## src/rtl/dither_inhibit_mc_if.sv

```systemverilog
// Bus bundle for the multi-channel dither gate: per-channel enables/triggers, shared hold count,
// packed dither samples in and gated samples, hold and run flags out.
interface dither_inhibit_mc_if #(
  parameter int unsigned N_CH    = 4,
  parameter int unsigned N_B     = 16,
  parameter int unsigned NIHLD_W = 8
);
  logic [N_CH-1:0]     EN;
  logic [N_CH-1:0]     inhtrig;
  logic [NIHLD_W-1:0]  nihld;
  logic [N_CH*N_B-1:0] dith_in;
  logic [N_CH*N_B-1:0] dith_out;
  logic [N_CH-1:0]     inthld;
  logic [N_CH-1:0]     running;

  modport master (
    output EN, inhtrig, nihld, dith_in,
    input  dith_out, inthld, running
  );

  modport slave (
    input  EN, inhtrig, nihld, dith_in,
    output dith_out, inthld, running
  );
endinterface

```

## src/rtl/dither_inhibit_mc.sv

```systemverilog
// Per-channel dither gate: opens/closes only on dither-cycle trigger edges and holds the
// dither-lock integrator until nihld+1 full dither cycles have been counted.
module dither_inhibit_mc #(
  parameter int unsigned N_CH    = 4,
  parameter int unsigned N_B     = 16,
  parameter int unsigned NIHLD_W = 8
) (
  input  logic                  clk,
  input  logic                  rst,
  dither_inhibit_mc_if.slave    bus
);
  localparam int unsigned CNT_W = NIHLD_W + 1;

  typedef enum logic [1:0] {
    IDLE      = 2'd0,
    SETTLE    = 2'd1,
    LOCK      = 2'd2,
    WAIT_STOP = 2'd3
  } state_e;

  state_e              state_q [N_CH];
  state_e              state_d [N_CH];
  logic [CNT_W-1:0]    cnt_q   [N_CH];
  logic [CNT_W-1:0]    cnt_d   [N_CH];
  logic [N_CH-1:0]     trig_q;
  logic [N_CH-1:0]     inthld_q;
  logic [N_CH-1:0]     running_q;
  logic [N_CH*N_B-1:0] dith_d1_q;
  logic [N_CH*N_B-1:0] dith_out_q;
  logic [N_CH-1:0]     edge_c;
  logic [CNT_W-1:0]    tgt_c;

  assign edge_c = bus.inhtrig & ~trig_q;
  assign tgt_c  = CNT_W'(bus.nihld) + CNT_W'(1);

  function automatic state_e next_state(state_e st, logic en, logic ed,
                                        logic [CNT_W-1:0] cnt, logic [CNT_W-1:0] tgt);
    next_state = st;
    case (st)
      IDLE:      if (en && ed) next_state = SETTLE;
      SETTLE: begin
        if (!en)                                       next_state = WAIT_STOP;
        else if (ed ? (cnt + CNT_W'(1) >= tgt) : (cnt >= tgt)) next_state = LOCK;
      end
      LOCK:      if (!en) next_state = WAIT_STOP;
      WAIT_STOP: begin
        if (en)      next_state = SETTLE;
        else if (ed) next_state = IDLE;
      end
      default:   next_state = IDLE;
    endcase
  endfunction

  // Cycle count saturates at the target so a long settle never wraps.
  function automatic logic [CNT_W-1:0] next_cnt(state_e st, logic en, logic ed,
                                                logic [CNT_W-1:0] cnt, logic [CNT_W-1:0] tgt);
    next_cnt = cnt;
    case (st)
      IDLE:      if (en && ed) next_cnt = CNT_W'(1);
      SETTLE: begin
        if (!en)     next_cnt = '0;
        else if (ed) next_cnt = (cnt + CNT_W'(1) > tgt) ? tgt : cnt + CNT_W'(1);
      end
      LOCK:      if (!en) next_cnt = '0;
      WAIT_STOP: if (en) next_cnt = ed ? CNT_W'(1) : '0;
      default:   next_cnt = '0;
    endcase
  endfunction

  always_comb begin
    for (int c = 0; c < int'(N_CH); c++) begin
      state_d[c] = next_state(state_q[c], bus.EN[c], edge_c[c], cnt_q[c], tgt_c);
      cnt_d[c]   = next_cnt(state_q[c], bus.EN[c], edge_c[c], cnt_q[c], tgt_c);
    end
  end

  // Outputs are registered from the state being entered so the gate flips on the edge posedge.
  always_ff @(posedge clk or posedge rst) begin
    if (rst) begin
      trig_q     <= '1;
      inthld_q   <= '1;
      running_q  <= '0;
      dith_d1_q  <= '0;
      dith_out_q <= '0;
      for (int c = 0; c < int'(N_CH); c++) begin
        state_q[c] <= IDLE;
        cnt_q[c]   <= '0;
      end
    end else begin
      trig_q    <= bus.inhtrig;
      dith_d1_q <= bus.dith_in;
      for (int c = 0; c < int'(N_CH); c++) begin
        state_q[c]   <= state_d[c];
        cnt_q[c]     <= cnt_d[c];
        inthld_q[c]  <= (state_d[c] != LOCK);
        running_q[c] <= (state_d[c] != IDLE);
        dith_out_q[c*N_B +: N_B] <= (state_d[c] != IDLE) ? dith_d1_q[c*N_B +: N_B] : '0;
      end
    end
  end

  assign bus.dith_out = dith_out_q;
  assign bus.inthld   = inthld_q;
  assign bus.running  = running_q;
endmodule
```

## src/flat_wrapper.sv

```systemverilog
// flat-port wrapper written by rule: the top's interface ports become plain ports
module dither_inhibit_mc_flat 
#(
  parameter int unsigned N_CH    = 4,
  parameter int unsigned N_B     = 16,
  parameter int unsigned NIHLD_W = 8
)
  (clk, rst, bus_EN, bus_inhtrig, bus_nihld, bus_dith_in, bus_dith_out, bus_inthld, bus_running);
  dither_inhibit_mc_if #(.N_CH(N_CH), .N_B(N_B), .NIHLD_W(NIHLD_W)) bus_i ();
  input  logic clk;
  input  logic rst;
  input wire logic [$bits(bus_i.EN)-1:0] bus_EN;
  input wire logic [$bits(bus_i.inhtrig)-1:0] bus_inhtrig;
  input wire logic [$bits(bus_i.nihld)-1:0] bus_nihld;
  input wire logic [$bits(bus_i.dith_in)-1:0] bus_dith_in;
  output wire logic [$bits(bus_i.dith_out)-1:0] bus_dith_out;
  output wire logic [$bits(bus_i.inthld)-1:0] bus_inthld;
  output wire logic [$bits(bus_i.running)-1:0] bus_running;
  assign bus_i.EN = bus_EN;
  assign bus_i.inhtrig = bus_inhtrig;
  assign bus_i.nihld = bus_nihld;
  assign bus_i.dith_in = bus_dith_in;
  assign bus_dith_out = bus_i.dith_out;
  assign bus_inthld = bus_i.inthld;
  assign bus_running = bus_i.running;
  dither_inhibit_mc #(.N_CH(N_CH), .N_B(N_B), .NIHLD_W(NIHLD_W)) u_core (.clk(clk), .rst(rst), .bus(bus_i));
endmodule
```

## config.mk

```make
export PLATFORM = sky130hd
export DESIGN_NAME = dither_inhibit_mc_flat
export DESIGN_NICKNAME = d
export VERILOG_FILES = /design/src/rtl/dither_inhibit_mc_if.sv /design/src/rtl/dither_inhibit_mc.sv /design/src/flat_wrapper.sv
export SDC_FILE = /design/constraint.sdc
export NUM_CORES = 1
export LEC_CHECK = 0
export BUFFER_PORTS_ARGS = -buffer_cell sky130_fd_sc_hd__buf_2
export CORE_ASPECT_RATIO = 0.9
export CORE_UTILIZATION = 34
export CTS_CLUSTER_DIAMETER = 30
export DETAILED_ROUTE_END_ITERATION = 8
export PLACE_DENSITY = 0.59
export SYNTH_ARGS = -nofsm -noshare
export SYNTH_HDL_FRONTEND = slang
export SYNTH_SLANG_ARGS = --single-unit
```

## constraint.sdc

```tcl
create_clock -name clk -period 17 [get_ports clk]
set_clock_uncertainty 0.05 [all_clocks]
set_input_delay 3.4 -clock clk [delete_from_list [all_inputs] [get_ports clk]]
set_output_delay 3.4 -clock clk [all_outputs]
set_load 0.05 [all_outputs]
```

==> metrics.md, run 1 <==
| Metric | Value |
|---|---|
| Yosys top cell area share | about half |
| Period utilisation layout | 39.2% |
| Max_cap viols | 0 |
| P&R area growth vs syn | 17.6% |
| Wire per inst | about 15 um |
| Share of the yosys chip area belonging to registers | between 50% and 60% |
| Mapped cell area | between 9000 and 10,000 um2 |
| First-pass GRT wire length | between 30,000 and 40,000 um |
| Root Driver | clkbuf_16 |
| Slew margin rel. | about 22% |
| CTS resizes | 0 |
| Reg2Reg Setup Slack | roughly 13 ns |
| Crit. Startpoint | bus_nihld[0] |
| Clock Path Buffers | 2 |
| Die H | around 160 um |
| Fillers | 2,576 |
| Critical path required time | approximately 17 ns |
| Power Density | ~130 nW/um2 |
| Share of layout cells above drive strength 1 | roughly 23% |
| Setup bufs post-CTS | 0 |
| Final min period | 6.66 ns |
| Starting Density | between 30% and 40% |
| CP Class | in2reg |
| Chip width | approximately 170 um |
| Wirelength, routed | 20,800 um |
| N_diodes | 0 |
| Detailed Routing Iterations Pass 1 | 4 |
| Peak supply drop | 0.0786 mV |
| P_leak | a little under 5 nW |
| Worst-path fanout max | 13 |
| Met3 routed WL | approximately 1300 um |
| Top cells by area, synth | dfrtp_1 48%, ha_1 6.1%, and2_1 4.8% |
| Final net count | 1,124 |
| FFs w/ async S/R, synth | between 90% and 100% |
| Mean post-synth cell area | roughly 11 um2 |
| Crit path arrival time | around 7.0 ns |
| Final setup viols | 0 |
| Vias per cell | about 4.9 |
| Wl on met1 | about 9800 um |
| IO Count | between 150 and 200 |
| Top Metal Used | met4 |
| Yosys reg bits | ~180 |
| Worst Slack Setup Final | between 10 and 15 ns |
| Routed wl met2 | approximately 9500 um |
| EDFF count, synth | 0 |
| Total negative slack | 0 ns |
| R2R depth | 12 |
| Slew Viols, Final | 0 |
| CP Cell Sequence | buf_2 > ha_1 > nand3_1 > inv_1 > nand3_1 > buf_4 > ha_1 > inv_1 > a2111oi_1 > a2111oi_2 > o22ai_2 > mux2i_1 > a31oi_1 > a21oi_1 |
| Netlist cell types | slightly above 90 |
| Dpl hpwl | about 15,000 um |
| Final Power | ~1.4 mW |
| Vias in the first global route | around 6,500 |
| Syn Nets | slightly below 1,000 |
| Setup WS pre-CTS | 9.92 ns |
| CP max-delay cell | o22ai_2 |
| Status | finished, final reports clean |
| Worst slew pin tran | between 1 and 1.5 ns |
| Synth Flop Type | dfrtp_1 |
| Post-DRT Antenna Nets | 0 |
| Critical Path Source Type | input pin |
| Final Hold Fails | 0 |
| Hold Path End | u_core.bus.dith_out[53]$_DFF_PP0_ |
| CTS tree | yes |
| Fmax | 150 MHz |
| Placer Congestion | 0.843 |
| Die Area | roughly 28,000 um2 |
| Commonest non-fill, non-tap cell in the layout | dfrtp_1 |
| DRC Markers | 0 |
| Clk pin slew, worst setup/hold paths | roughly 0.080 ns |
| YS warnings | 0 |
| Worst-Skew Late Latency | 0.44 ns |
| Synth area leader | dfrtp_1 |
| Hold Crit Depth | 1 |
| Most frequent cells in the layout | 176 x dfrtp_1, 153 x buf_2, 70 x and2_1 |
| Num Clock Sinks | 184 |
| Largest net degree at the start of global routing | about 120 |
| CORE AREA | 26,300 um2 |
| Crit end category | register |
| CTS HTree Levels | 4 |
| Port bufs | between 150 and 200 |
| Worst Hold Class | reg2reg |
| Hold_buf cts | 0 |
| Worst reg2reg startpoint | u_core.cnt_q[27]$_DFFE_PP0P_ |
| Worst r2r dst | u_core.cnt_q[27]$_DFFE_PP0P_ |
| Total gr overflow | 0 |
| FP Rows | 56 |
| CTS buffer count | 17 |
| Initial antenna violation count | 0 |
| Min-delay src | u_core.dith_d1_q[53]$_DFF_PP0_ |
| Starting DRC count in detailed routing | 375 |
| RSZ-0062 raised after global routing | no |
| GRT Total Usage | 15.7% |
| Slowest cell delay on critical path | ~0.53 ns |
| Cell count after synthesis | approximately 860 |
| Via count | ~6,700 |
cell type report:
class | count | area, um2 | share of cell area, %
multi-input combinational | 596 | 4200 | 39.0
timing repair buffer | 157 | 796 | 7.39
tap | 348 | 435 | 4.04
sequential | 184 | 4610 | 42.8
clock buffer | 18 | 439 | 4.08
clock inverter | 14 | 128 | 1.19
inverter | 41 | 161 | 1.50
layer usage:
metal,vias to the layer above,global-route usage (%)
met5,-,0
met2,191,25.0
met4,0,4.31
met1,3147,21.1
met3,17,4.23
li1,3297,-
logic make-up (layout without fill, tap and decap cells):
group           after synthesis  count (layout)  share of synthesized area [%]
compound gates              194             194                           14.9
xor+xnor                     51              51                           5.45
fa+ha+maj                    57              57                           7.52
buf+inv                      76             230                           3.79
flops                       184             184                           50.4
mux                          10              10                           1.09
simple gates                284             284                           16.9
per-stage QoR:
step	hold slack (ns)	util, %	cells	area (um2)
6_report	0.390	41.0	1358	10800
4_1_cts	0.395	41.0	1358	10800
3_5_place_dp	0.382	38.8	1326	10200
5_1_grt	0.408	41.0	1358	10800
2_1_floorplan	0.378	-	856	9160
3_3_place_gp	0.379	38.8	1326	10200
state kept, by name, summed over array words and instances, names as in the netlist:
name and flops:
u_core.bus.dith_out 64, u_core.dith_d1_q 64, u_core.cnt_q 36, u_core.state_q 8, u_core.bus.inthld 4, u_core.bus.running 4, u_core.trig_q 4
worst max path at each step:
stage,depth (start not counted),slack [ns],to
floorplan,1,8.56,u_core.bus.dith_out[0]$_DFF_PP0_
global placement,13,9.99,u_core.cnt_q[27]$_DFFE_PP0P_
detailed placement,14,9.92,u_core.cnt_q[0]$_DFFE_PP0P_
CTS,14,10.38,u_core.cnt_q[0]$_DFFE_PP0P_
global route,14,10.04,u_core.cnt_q[0]$_DFFE_PP0P_
finish,14,10.34,u_core.cnt_q[0]$_DFFE_PP0P_
power by group:
| part | switching (mW) | internal [mW] | total (mW) |
|---|---|---|---|
| registers | 0.0402 | 0.510 | 0.550 |
| logic | 0.353 | 0.142 | 0.495 |
| clock network | 0.188 | 0.198 | 0.385 |
| total | 0.581 | 0.850 | 1.43 |
critical path: cells and delay by family:
| kind | cells | cell delay, ns |
|---|---|---|
| adder cells (fa/ha/maj) | 2 | 0.64 |
| buffers and inverters | 4 | 0.69 |
| multiplexers | 1 | 0.32 |
| AND/OR/NAND/NOR | 2 | 0.51 |
| AO/OA/AOI/OAI | 5 | 1.39 |
cells in the mapped netlist, types with 4 or more instances:
cell and instances:
and2_1 70, clkbuf_1 19, a21oi_1 49, a22o_1 12, a211oi_1 7, a31oi_1 6, nor2_1 50, dfstp_2 8
inv_1 41, o221ai_1 6, dfrtp_1 176, nand2_1 46, ha_1 45, maj3_2 4, o21ai_0 33, o211ai_1 4
o31ai_1 5, o21ai_1 10, or3_1 6, xor2_1 7, nor3_1 14, buf_2 5, nor2b_1 9, buf_6 4
xnor2_1 40, nand4_1 7, or2_2 5, mux2i_1 10, nor3b_1 4, nand2b_1 15, o22ai_1 7, nand3_1 32
maj3_1 8, and3_1 6
Power figures use the tool's default switching activity.
==> run 2: changes to the inputs <==
clock period = 6.9 ns   (was 17 ns; I/O delays follow)
==> run 2 against run 1 <==
  * Sequential power increased by 150%
  * Routed wire length up 0.27%
  * Hold slack better by 0.00072 ns
==> metrics.md, run 2 (synthesis gave the netlist of run 1 again) <==
| Metric | Value |
|---|---|
| Critical Path Source Type | input pin |
| Power Density | 333 nW/um2 (+150%) |
| Internal power | 2.17 mW (+160%) |
| Clock power share | 28.5% (+1.6 points) |
| Most frequent cells in the layout | 176 x dfrtp_1, 153 x buf_2, 70 x and2_1 |
| Multi-input gate area | 4200 um2 (unchanged) |
| Chip width | 175 um (unchanged) |
| P&R area growth vs syn | 18.2% |
| Fillers | 2,533 (-1.7%) |
| Peak supply drop | 0.258 mV (+230%) |
| Starting DRC count in detailed routing | 312 (-17%) |
| CTS HTree Levels | 4 (unchanged) |
| Worst slew pin tran | 1.13 ns (-0.0276 ns) |
| Logic pwr share | 33.9% (-0.7 points) |
| Vias per cell | 4.94 (+0.84%) |
| Worst-path fanout max | 13 (unchanged) |
| Placer Congestion | 0.836 (-0.78%) |
| Post-DRT Antenna Nets | 0 (unchanged) |
| DRC Markers | 0 (unchanged) |
| RSZ-0062 raised after global routing | no |
| Dpl hpwl | 14,500 um (-0.41%) |
| Die Area | 27,600 um2 (unchanged) |
| CTS buffer count | 17 (unchanged) |
| Crit path arrival time | 4.93 ns (-2.05 ns) |
| Fmax | 215 MHz |
| Worst Slack Setup Final | 2.25 ns (-8.09 ns) |
| Final Hold Fails | 0 (unchanged) |
| CTS tree | yes |
| IO Count | 154 (unchanged) |
| Final min period | 4.65 ns |
| First-pass GRT wire length | 33,900 um (-0.16%) |
| Num Clock Sinks | 184 (unchanged) |
| Critical path required time | 7.18 ns (-10.14 ns) |
| Vias in the first global route | 6,560 (+0.66%) |
| GRT Total Usage | 15.6% (-0.14 points) |
| Detailed Routing Iterations Pass 1 | 4 (unchanged) |
| Total negative slack | 0 ns (unchanged) |
| Initial antenna violation count | 0 (unchanged) |
| Crit end category | register |
| Period utilisation layout | between 60% and 70% |
| Finished Cell Area | 10,800 um2 (+0.51%) |
| Status | finished, final reports clean |
| Slew margin rel. | 24.0% (+1.9 points) |
| Max_cap viols | 0 (unchanged) |
| Sw Share | 39.8% (-0.80 points) |
| Worst reg2reg startpoint | u_core.cnt_q[27]$_DFFE_PP0P_ |
| N_diodes | 0 (unchanged) |
| Worst-Skew Late Latency | 0.43 ns (about the same) |
| Total gr overflow | 0 (unchanged) |
| Final setup viols | 0 (unchanged) |
| Starting Density | 34.8% (unchanged) |
| P_leak | 4.87 nW (+0.62%) |
| Share of layout cells above drive strength 1 | 23.1% (unchanged) |
| Hold_buf cts | 0 (unchanged) |
| Slew Viols, Final | 0 (unchanged) |
| Setup bufs post-CTS | 0 (unchanged) |
| Placed Area | 10,200 um2 (unchanged) |
| Via count | 6,708 (+0.84%) |
| Final net count | 1,124 (unchanged) |
| Die H | 158 um (unchanged) |
| Min-delay src | u_core.dith_d1_q[53]$_DFF_PP0_ |
| CTS resizes | 0 (unchanged) |
| Wire per inst | 15.3 um (+0.27%) |
| FP Rows | 56 (unchanged) |
| Clock Path Buffers | 2 (unchanged) |
| Port bufs | 153 (unchanged) |
| Largest net degree at the start of global routing | 130 (+9.2%) |
| Root Driver | clkbuf_16 |
| Crit. Startpoint | bus_nihld[0] |
| Wirelength, routed | 20,800 um (+0.27%) |
| CP Class | in2reg |
| Commonest non-fill, non-tap cell in the layout | dfrtp_1 |
| Worst Hold Class | reg2reg |
| Reg power frac | 37.6% (-0.9 points) |
| Setup WS pre-CTS | 1.84 ns (-8.08 ns) |
| CORE AREA | 26,300 um2 (unchanged) |
| Switching power | 1.43 mW (+150%) |
| Register area | 4610 um2 (unchanged) |
| Clk pin slew, worst setup/hold paths | 0.08 ns (about the same) |
[run 2: cell count changes in the layout (fill, tap and decap cells not counted), sizes merged]
cell,delta
bufinv,+2
clkinv,+1
clkinvlp,-2
inv,-1
[run 2: metrics by stage]
stage	utilization (%)	hold slack (ns)	power (mW)	std cells
floorplan	-	0.378	2.30	856
global placement	38.8	0.378	2.59	1326
detailed placement	38.8	0.382	2.60	1326
CTS	41.2	0.397	3.65	1358
global route	41.2	0.408	3.82	1358
finish	41.2	0.391	3.61	1358
[run 2: layout make-up]
| cell class | instances | share of cell area, % |
|---|---|---|
| clock buffer | 18 | 4.06 |
| tap | 348 | 4.02 |
| sequential | 184 | 42.6 |
| timing repair buffer | 157 | 7.35 |
| clock inverter | 14 | 1.69 |
| inverter | 41 | 1.49 |
| multi-input combinational | 596 | 38.8 |
[run 2: power by group through the flow]
stage	registers (mW)	clock network (mW)	logic, mW
2_1_floorplan	1.77	0	0.530
3_3_place_gp	1.37	0	1.22
3_5_place_dp	1.37	0	1.23
4_1_cts	1.36	1.06	1.23
5_1_grt	1.38	1.10	1.33
6_report	1.36	1.03	1.22
[run 2: final timing paths]
path	slack [ns]	depth (start not counted)	endpoint
worst min-delay path	0.39	1	u_core.bus.dith_out[53]$_DFF_PP0_
worst min register to register	0.39	1	u_core.bus.dith_out[53]$_DFF_PP0_
worst max register to register	3.19	12	u_core.cnt_q[27]$_DFFE_PP0P_
min in group asynchronous	1.05	2	u_core.dith_d1_q[41]$_DFF_PP0_
worst max-delay path	2.25	14	u_core.cnt_q[5]$_DFFE_PP0P_
max in group asynchronous	4.46	3	u_core.dith_d1_q[0]$_DFF_PP0_
[run 2: metal layers]
| metal | track usage, % | wire [um] | vias up |
|---|---|---|---|
| li1 | - | - | 3300 |
| met4 | 4.89 | 299 | 0 |
| met1 | 20.5 | 9630 | 3185 |
| met3 | 4.08 | 1350 | 20 |
| met2 | 25.0 | 9540 | 203 |
| met5 | 0 | 0 | - |
[run 2: critical path: stages]
cell       delay (ns)
buf_2            0.23
ha_1             0.34
nand3_1          0.19
inv_1            0.11
nand3_1          0.32
buf_4            0.31
ha_1             0.30
inv_1            0.06
a2111oi_1        0.48
a2111oi_2        0.12
o22ai_2          0.55
nand2b_1         0.23
o21ai_1          0.07
a22o_1           0.23
